===== src/rtl/mem_stage.sv =====
// Memory-access stage of the 5-stage LoongArch pipeline: holds the EX->MS bus,
// aligns synchronous SRAM load data, and forwards results/hazards to decode.
module mem_stage #(
    parameter int ES_TO_MS_BUS_WD = 205,
    parameter int MS_TO_WS_BUS_WD = 199,
    parameter int MS_FWD_BUS_WD   = 39
) (
    input  logic                       clk,
    input  logic                       reset,
    input  logic                       ws_allowin,
    output logic                       ms_allowin,
    input  logic                       es_to_ms_valid,
    input  logic [ES_TO_MS_BUS_WD-1:0] es_to_ms_bus,
    output logic                       ms_to_ws_valid,
    output logic [MS_TO_WS_BUS_WD-1:0] ms_to_ws_bus,
    output logic [MS_FWD_BUS_WD-1:0]   ms_fwd_bus,
    input  logic [31:0]                data_sram_rdata,
    input  logic                       ms_flush_pipe,
    output logic                       ms_ex
);

    logic                       msValid_q, msValid_d;
    logic                       rbufValid_q, rbufValid_d;
    logic [31:0]                rbuf_q, rbuf_d;
    logic [ES_TO_MS_BUS_WD-1:0] busReg_q, busReg_d;
    logic                       msReadyGo;

    logic [31:0] msVaddr;
    logic [8:0]  msEsubcode;
    logic        msExFlag;
    logic        msErtn;
    logic [31:0] msCsrWvalue;
    logic [5:0]  msEcode;
    logic        msCsrRe;
    logic        msCsrWe;
    logic [13:0] msCsrNum;
    logic [31:0] msCsrWmask;
    logic [4:0]  msLoadOp;
    logic        msResFromMem;
    logic        msGrWe;
    logic [4:0]  msDest;
    logic [31:0] msResult;
    logic [31:0] msPc;

    logic [31:0] readData;
    logic [7:0]  loadByte;
    logic [15:0] loadHalf;
    logic [31:0] loadData;
    logic [31:0] finalResult;

    assign {msVaddr, msEsubcode, msExFlag, msErtn, msCsrWvalue, msEcode,
            msCsrRe, msCsrWe, msCsrNum, msCsrWmask, msLoadOp, msResFromMem,
            msGrWe, msDest, msResult, msPc} = busReg_q;

    assign msReadyGo      = 1'b1;
    assign ms_allowin     = !msValid_q || (msReadyGo && ws_allowin);
    assign ms_to_ws_valid = msValid_q && msReadyGo && !ms_flush_pipe;
    assign ms_ex          = msValid_q && (msExFlag || msErtn);

    // Flush wins over capture, so an instruction arriving with a flush is dropped.
    always_comb begin
        msValid_d = msValid_q;
        busReg_d  = busReg_q;
        if (ms_flush_pipe) begin
            msValid_d = 1'b0;
        end else if (ms_allowin) begin
            msValid_d = es_to_ms_valid;
        end
        if (es_to_ms_valid && ms_allowin) begin
            busReg_d = es_to_ms_bus;
        end
    end

    // SRAM data is only valid the cycle after the request; hold it while stalled.
    always_comb begin
        rbufValid_d = rbufValid_q;
        rbuf_d      = rbuf_q;
        if (ms_flush_pipe || (msValid_q && ws_allowin)) begin
            rbufValid_d = 1'b0;
        end else if (msValid_q && msResFromMem && !rbufValid_q) begin
            rbufValid_d = 1'b1;
            rbuf_d      = data_sram_rdata;
        end
    end

    always_ff @(posedge clk) begin
        if (reset) begin
            msValid_q   <= 1'b0;
            rbufValid_q <= 1'b0;
            rbuf_q      <= '0;
            busReg_q    <= '0;
        end else begin
            msValid_q   <= msValid_d;
            rbufValid_q <= rbufValid_d;
            rbuf_q      <= rbuf_d;
            busReg_q    <= busReg_d;
        end
    end

    assign readData = rbufValid_q ? rbuf_q : data_sram_rdata;

    always_comb begin
        loadByte = readData[7:0];
        case (msVaddr[1:0])
            2'd0:    loadByte = readData[7:0];
            2'd1:    loadByte = readData[15:8];
            2'd2:    loadByte = readData[23:16];
            default: loadByte = readData[31:24];
        endcase
        loadHalf = msVaddr[1] ? readData[31:16] : readData[15:0];
    end

    // A memory op with no load_op bit set behaves as a full-word load.
    always_comb begin
        loadData = readData;
        if (msLoadOp[0]) begin
            loadData = {{24{loadByte[7]}}, loadByte};
        end else if (msLoadOp[3]) begin
            loadData = {24'h0, loadByte};
        end else if (msLoadOp[1]) begin
            loadData = {{16{loadHalf[15]}}, loadHalf};
        end else if (msLoadOp[4]) begin
            loadData = {16'h0, loadHalf};
        end else if (msLoadOp[2] || (msLoadOp == 5'd0)) begin
            loadData = readData;
        end
    end

    assign finalResult = msResFromMem ? loadData : msResult;

    assign ms_to_ws_bus = {msVaddr, msEsubcode, msExFlag, msErtn, msCsrWvalue,
                           msEcode, msCsrRe, msCsrWe, msCsrNum, msCsrWmask,
                           msGrWe && !msExFlag, msDest, finalResult, msPc};

    assign ms_fwd_bus = {msValid_q && msCsrRe, msValid_q && msGrWe && !msExFlag,
                         msDest, finalResult};

endmodule


===== config.mk =====
export PLATFORM = sky130hd
export DESIGN_NAME = mem_stage
export DESIGN_NICKNAME = d
export VERILOG_FILES = /design/src/rtl/mem_stage.sv
export SDC_FILE = /design/constraint.sdc
export NUM_CORES = 1
export LEC_CHECK = 0
export ABC_CLOCK_PERIOD_IN_PS = 6300
export BUFFER_PORTS_ARGS = -buffer_cell sky130_fd_sc_hd__buf_4
export CORE_AREA = 8 8 180 182
export CTS_BUF_LIST = sky130_fd_sc_hd__clkbuf_16
export DETAILED_ROUTE_END_ITERATION = 12
export DIE_AREA = 0 0 188 190
export PLACE_DENSITY = 0.76
export SYNTH_ARGS = -nofsm -noshare
export SYNTH_HDL_FRONTEND = slang
export SYNTH_SLANG_ARGS = --single-unit

===== constraint.sdc =====
create_clock -name clk -period 6.3 [get_ports clk]
set_clock_uncertainty 0.2 [all_clocks]
set_input_delay 1.89 -clock clk [delete_from_list [all_inputs] [get_ports clk]]
set_output_delay 1.89 -clock clk [all_outputs]
set_load 0.02 [all_outputs]

======== Word level (Yosys, flattened, before mapping) ========
Index checks and enable logic that the tools add are counted.
word-level totals
  input port bits ......................... 242
  word-level logic and storage cells ...... 36
  output and inout port bits .............. 241
  flip-flop bits (word level) ............. 239
operators by class
  reduce and logical (&&, ||, !) cells .... 21
  eq/ne operators ......................... 2
  bitwise logic cells ..................... 1
  mux-type cells .......................... 8
operators with widths
  cell                                                             number
  32-bit two-way mux                                               6
  8-bit case mux with 3 select lines                               1
  16-bit two-way mux                                               1
  1-bit logical AND                                                10
  1-bit logical NOT                                                4
  2-bit OR reduction                                               2
  1-bit logical OR                                                 3
  2-bit by 1-bit == test with 1-bit output, second input constant  1
  2-bit == test, second input constant                             1
  2-bit logical NOT                                                1
  2-bit AND reduction                                              1
  1-bit inverter                                                   1

======== Logic depth before layout (Yosys ltp) ========
  word-level depth ........................ 7
  mapped depth ............................ 9
  gate-level depth less buffers ........... 4

======== Least setup slack after synthesis ========
OpenSTA, ideal clock, no wires.
  kind .................................... input port to output port
  from .................................... input port data_sram_rdata[31]
  to ...................................... output port ms_to_ws_bus[40]
  required time ........................... 4.210 ns
  path buffers ............................ 1
  cell stages on the path ................. 5
  arrival ................................. 3.384 ns
  setup slack ............................. 0.826 ns
  cells stage by stage .................... mux2_2 a2bb2oi_1 nand3_1 a31oi_1 buf_4
between the ends
  word-level cells in the longest chain between the ends .. 4
RTL lines
  element                             RTL line  RTL
  start, declared                     17        input logic [31:0] data_sram_rdata,
  32-bit two-way mux                  100       assign readData = rbufValid_q ? rbuf_q : data_sram_rdata;
  8-bit case mux with 3 select lines  104       case (msVaddr[1:0])
  32-bit two-way mux                  116       if (msLoadOp[0]) begin
  32-bit two-way mux                  129       assign finalResult = msResFromMem ? loadData : msResult;
  end, declared                       15        output logic [MS_TO_WS_BUS_WD-1:0] ms_to_ws_bus,
Every way passes these cells.

======== Final worst setup path ========
Ends and elaborated chain as after synthesis.

==> results.yml <==
critical_path:
  slowest_stage: "a31oi_1"
  path_cells: "buf_4 -> mux2_2 -> a2bb2oi_1 -> nand3_1 -> a31oi_1 -> buf_4"
  crit_family: "compound AO/OA/AOI/OAI gates"
  worstPathMaxFanout: 8
  worstReg2RegEnd: "busReg_q[22]$_SDFFE_PP0P_"
  critPathMaxStageDelay_ps: 540
  path_buf_inv: 2
  worst-setup-path-type: "primary input to output pin"
  reg2reg_from: "msValid_q$_SDFFE_PP0N_"
  ff2ff_setup_slack_ps: 3670
  cp_data_required_time_ps: 4210
  start_kind: "primary input"
  rr_worst_depth: 5
  critPathArrivalTime_ps: 3700
  cp_common_cell: "buf_4"
  endpoint_kind: "output pin"
clocking:
  root_buffer: "clkbuf_16"
  clk_pin_slew_ps: 60
  clock_latency_ps: 530
  tritoncts: "yes"
  cts_resized: 0
  cts_made_buffers: 26
  cts.path.max_buffers: 3
  clock-sinks: 238
  post_cts.repair.setup_buffers: 0
  cts.htree.levels: 1
  holdBufCountCts: 0
yosys:
  synth_fa_ha_area_share_pct: 0
  syn-instance-count: 1423
  synth_area_um2: 11300
  synth_compound_area_share_pct: 13.2
  yosysWarnings: 0
  synth_top_family_by_area: "simple AND/OR/NAND/NOR gates"
  synth-simple-area-share_pct: 18.6
  yosysSeqAreaShare_pct: 42.2
  synth_xor_area_share_pct: 0
  synth-seq-cells: 238
  postSynthAreaPerCell_um2: 7.94
  yosysUniqueCellTypes: 33
  synth_mux_area_share_pct: 8.35
  synthesis.nets: 1665
layout:
  finalNetCount: 1887
  drive_gt1_share_pct: 34.3
  diodes: 0
  layout_commonest_cell: "buf_4"
  final_area_um2: 14400
  layout_common_cells: "buf_4 (488), nand2_1 (440), dfxtp_1 (236)"
  syn2layout_area_growth_pct: 27.1
hold_path:
  hold_path.class: "register to register"
  worstHoldStart: "busReg_q[50]$_SDFFE_PP0P_"
  whs_path_depth: 2
  hold_end: "busReg_q[50]$_SDFFE_PP0P_"
timing:
  slew_headroom_pct: 34.6
  final-setup-viol-count: 0
  hold_violations: 0
  clock.fmax_mhz: 173
  tns_ps: 0
  worst_slew_pin_slew_ps: 977
  rsz0062_at_grt: "false"
  final-max-slew-violation-count: 0
  fin_crit_ps: 5790
  post-route-period-util_pct: 91.8
pwr:
  leakagePower_nw: 6.43
  power_density_nw_per_um2: 261
  peakVddDrop_mv: 0.176
job:
  cap_violations: 0
grt:
  grt_max_degree: 148
  grt_use_total_pct: 19.4
  grt-ovfl-total: 0
  grt_pass1_vias: 10100
  grt_pass1_wl_um: 56300
  antenna_found_initial: 2
floorplan:
  die-area_um2: 35700
  die_w_um: 188
  fp.dieH_um: 190
  row_count: 63
  start_util_pct: 38.4
  fp.coreArea_um2: 29400
  io_pins: 483
placed_design:
  hpwl_um: 27900
  place_congestion: 0.882
  place_area_um2: 13600
  portBuffers: 481
routing:
  num_vias: 10000
  final_antenna_net_count: 0
  routedWlPerCell_um: 18.0
  first_pass_iters: 5
  vias_per_cell: 4.88
  drt-total-wl_um: 37000
  drt_iter0_drc: 609
  drcViolationCount: 0
run_status:
  status: "complete, no violations"
worst reg2reg max path, stage by stage (launching register included):
cell      delay (ps)
dfxtp_1          570
nand2b_1         240
nand2_4          520
buf_12           500
nand2_1          350
a21oi_1          170
cell type report:
cell class | instances | area (um2)
Clock buffer | 27 | 676
Clock inverter | 19 | 104
Fill cell | 2764 | 15100
Inverter | 10 | 37.5
Multi-Input combinational cell | 877 | 4540
Sequential cell | 238 | 4770
Tap cell | 390 | 488
Timing Repair Buffer | 492 | 3730
report_power, final:
part	total (mW)	internal (mW)	switching, mW
registers	1.63	1.58	0.0440
clock network	1.42	0.806	0.610
logic	0.707	0.310	0.397
stage by stage:
step / std cells / util, % / setup slack (ps) / total power [mW] / hold WS, ps
after global placement: 2007 / 46.2 / 611 / 2.36 / 240
after CTS: 2053 / 48.8 / 542 / 3.78 / 252
after global routing: 2053 / 48.8 / 406 / 3.90 / 271
after floorplan: 1423 / - / 826 / 2.12 / 232
final: 2053 / 48.8 / 515 / 3.75 / 251
after detailed placement: 2007 / 46.2 / 549 / 2.37 / 245
layer usage:
metal  wire (um)  GRT usage [%]  part of all wire (%)  vias to the layer above
li1            -              -                     -                     4887
met1       14500           22.9                    39                     4622
met2       17600           32.2                    48                      434
met3        3750           7.05                    10                       75
met4        1130           6.85                   3.0                        4
met5          27              0                 0.073                        -
cell usage after synthesis:
cell type,count,share of area (%)
nor4_4,1,0.19
nand3_1,2,0.089
o211ai_1,8,0.53
buf_2,26,1.2
o22ai_1,7,0.39
a41oi_4,1,0.24
nand2b_1,2,0.11
and4_4,1,0.10
buf_1,6,0.20
o311a_1,6,0.53
a211o_1,3,0.23
nor4b_4,1,0.21
nor2_1,52,1.7
dfxtp_1,238,42
nand2_1,441,15
buf_6,3,0.30
or2_1,1,0.055
mux2i_1,38,3.4
nor2b_1,22,1.2
a31oi_1,9,0.50
o21a_1,2,0.13
mux4_2,10,2.0
and2_1,3,0.17
and3_1,1,0.055
a21oi_1,221,9.8
o21ai_0,8,0.35
mux2_2,30,3.0
inv_1,10,0.33
buf_4,209,14
a2bb2oi_1,2,0.16
a2111oi_0,1,0.078
a211oi_1,4,0.27
clkbuf_1,54,1.8
how the worst max path moves through the flow:
stage,start,endpoint,slack [ps],depth (start not counted)
after CTS,data_sram_rdata[31],ms_to_ws_bus[40],540,6
after detailed placement,data_sram_rdata[31],ms_to_ws_bus[40],550,6
after global placement,data_sram_rdata[31],ms_to_ws_bus[40],610,6
after floorplan,data_sram_rdata[31],ms_to_ws_bus[40],830,5
final,data_sram_rdata[31],ms_to_ws_bus[40],510,6
after global routing,data_sram_rdata[23],ms_to_ws_bus[40],410,6
flip-flops by register name (all words and copies together) (netlist names):
register	cells
busReg_q	204
rbuf_q	32
rbufValid_q	1
msValid_q	1
kinds of logic (layout without fill, tap and decap cells):
kind of cell | Yosys count | count (layout)
simple gates | 527 | 527
buf+inv | 308 | 548
mux | 78 | 78
compound gates | 272 | 272
flops | 238 | 238
Note: power is estimated with default switching activity, not from simulation.
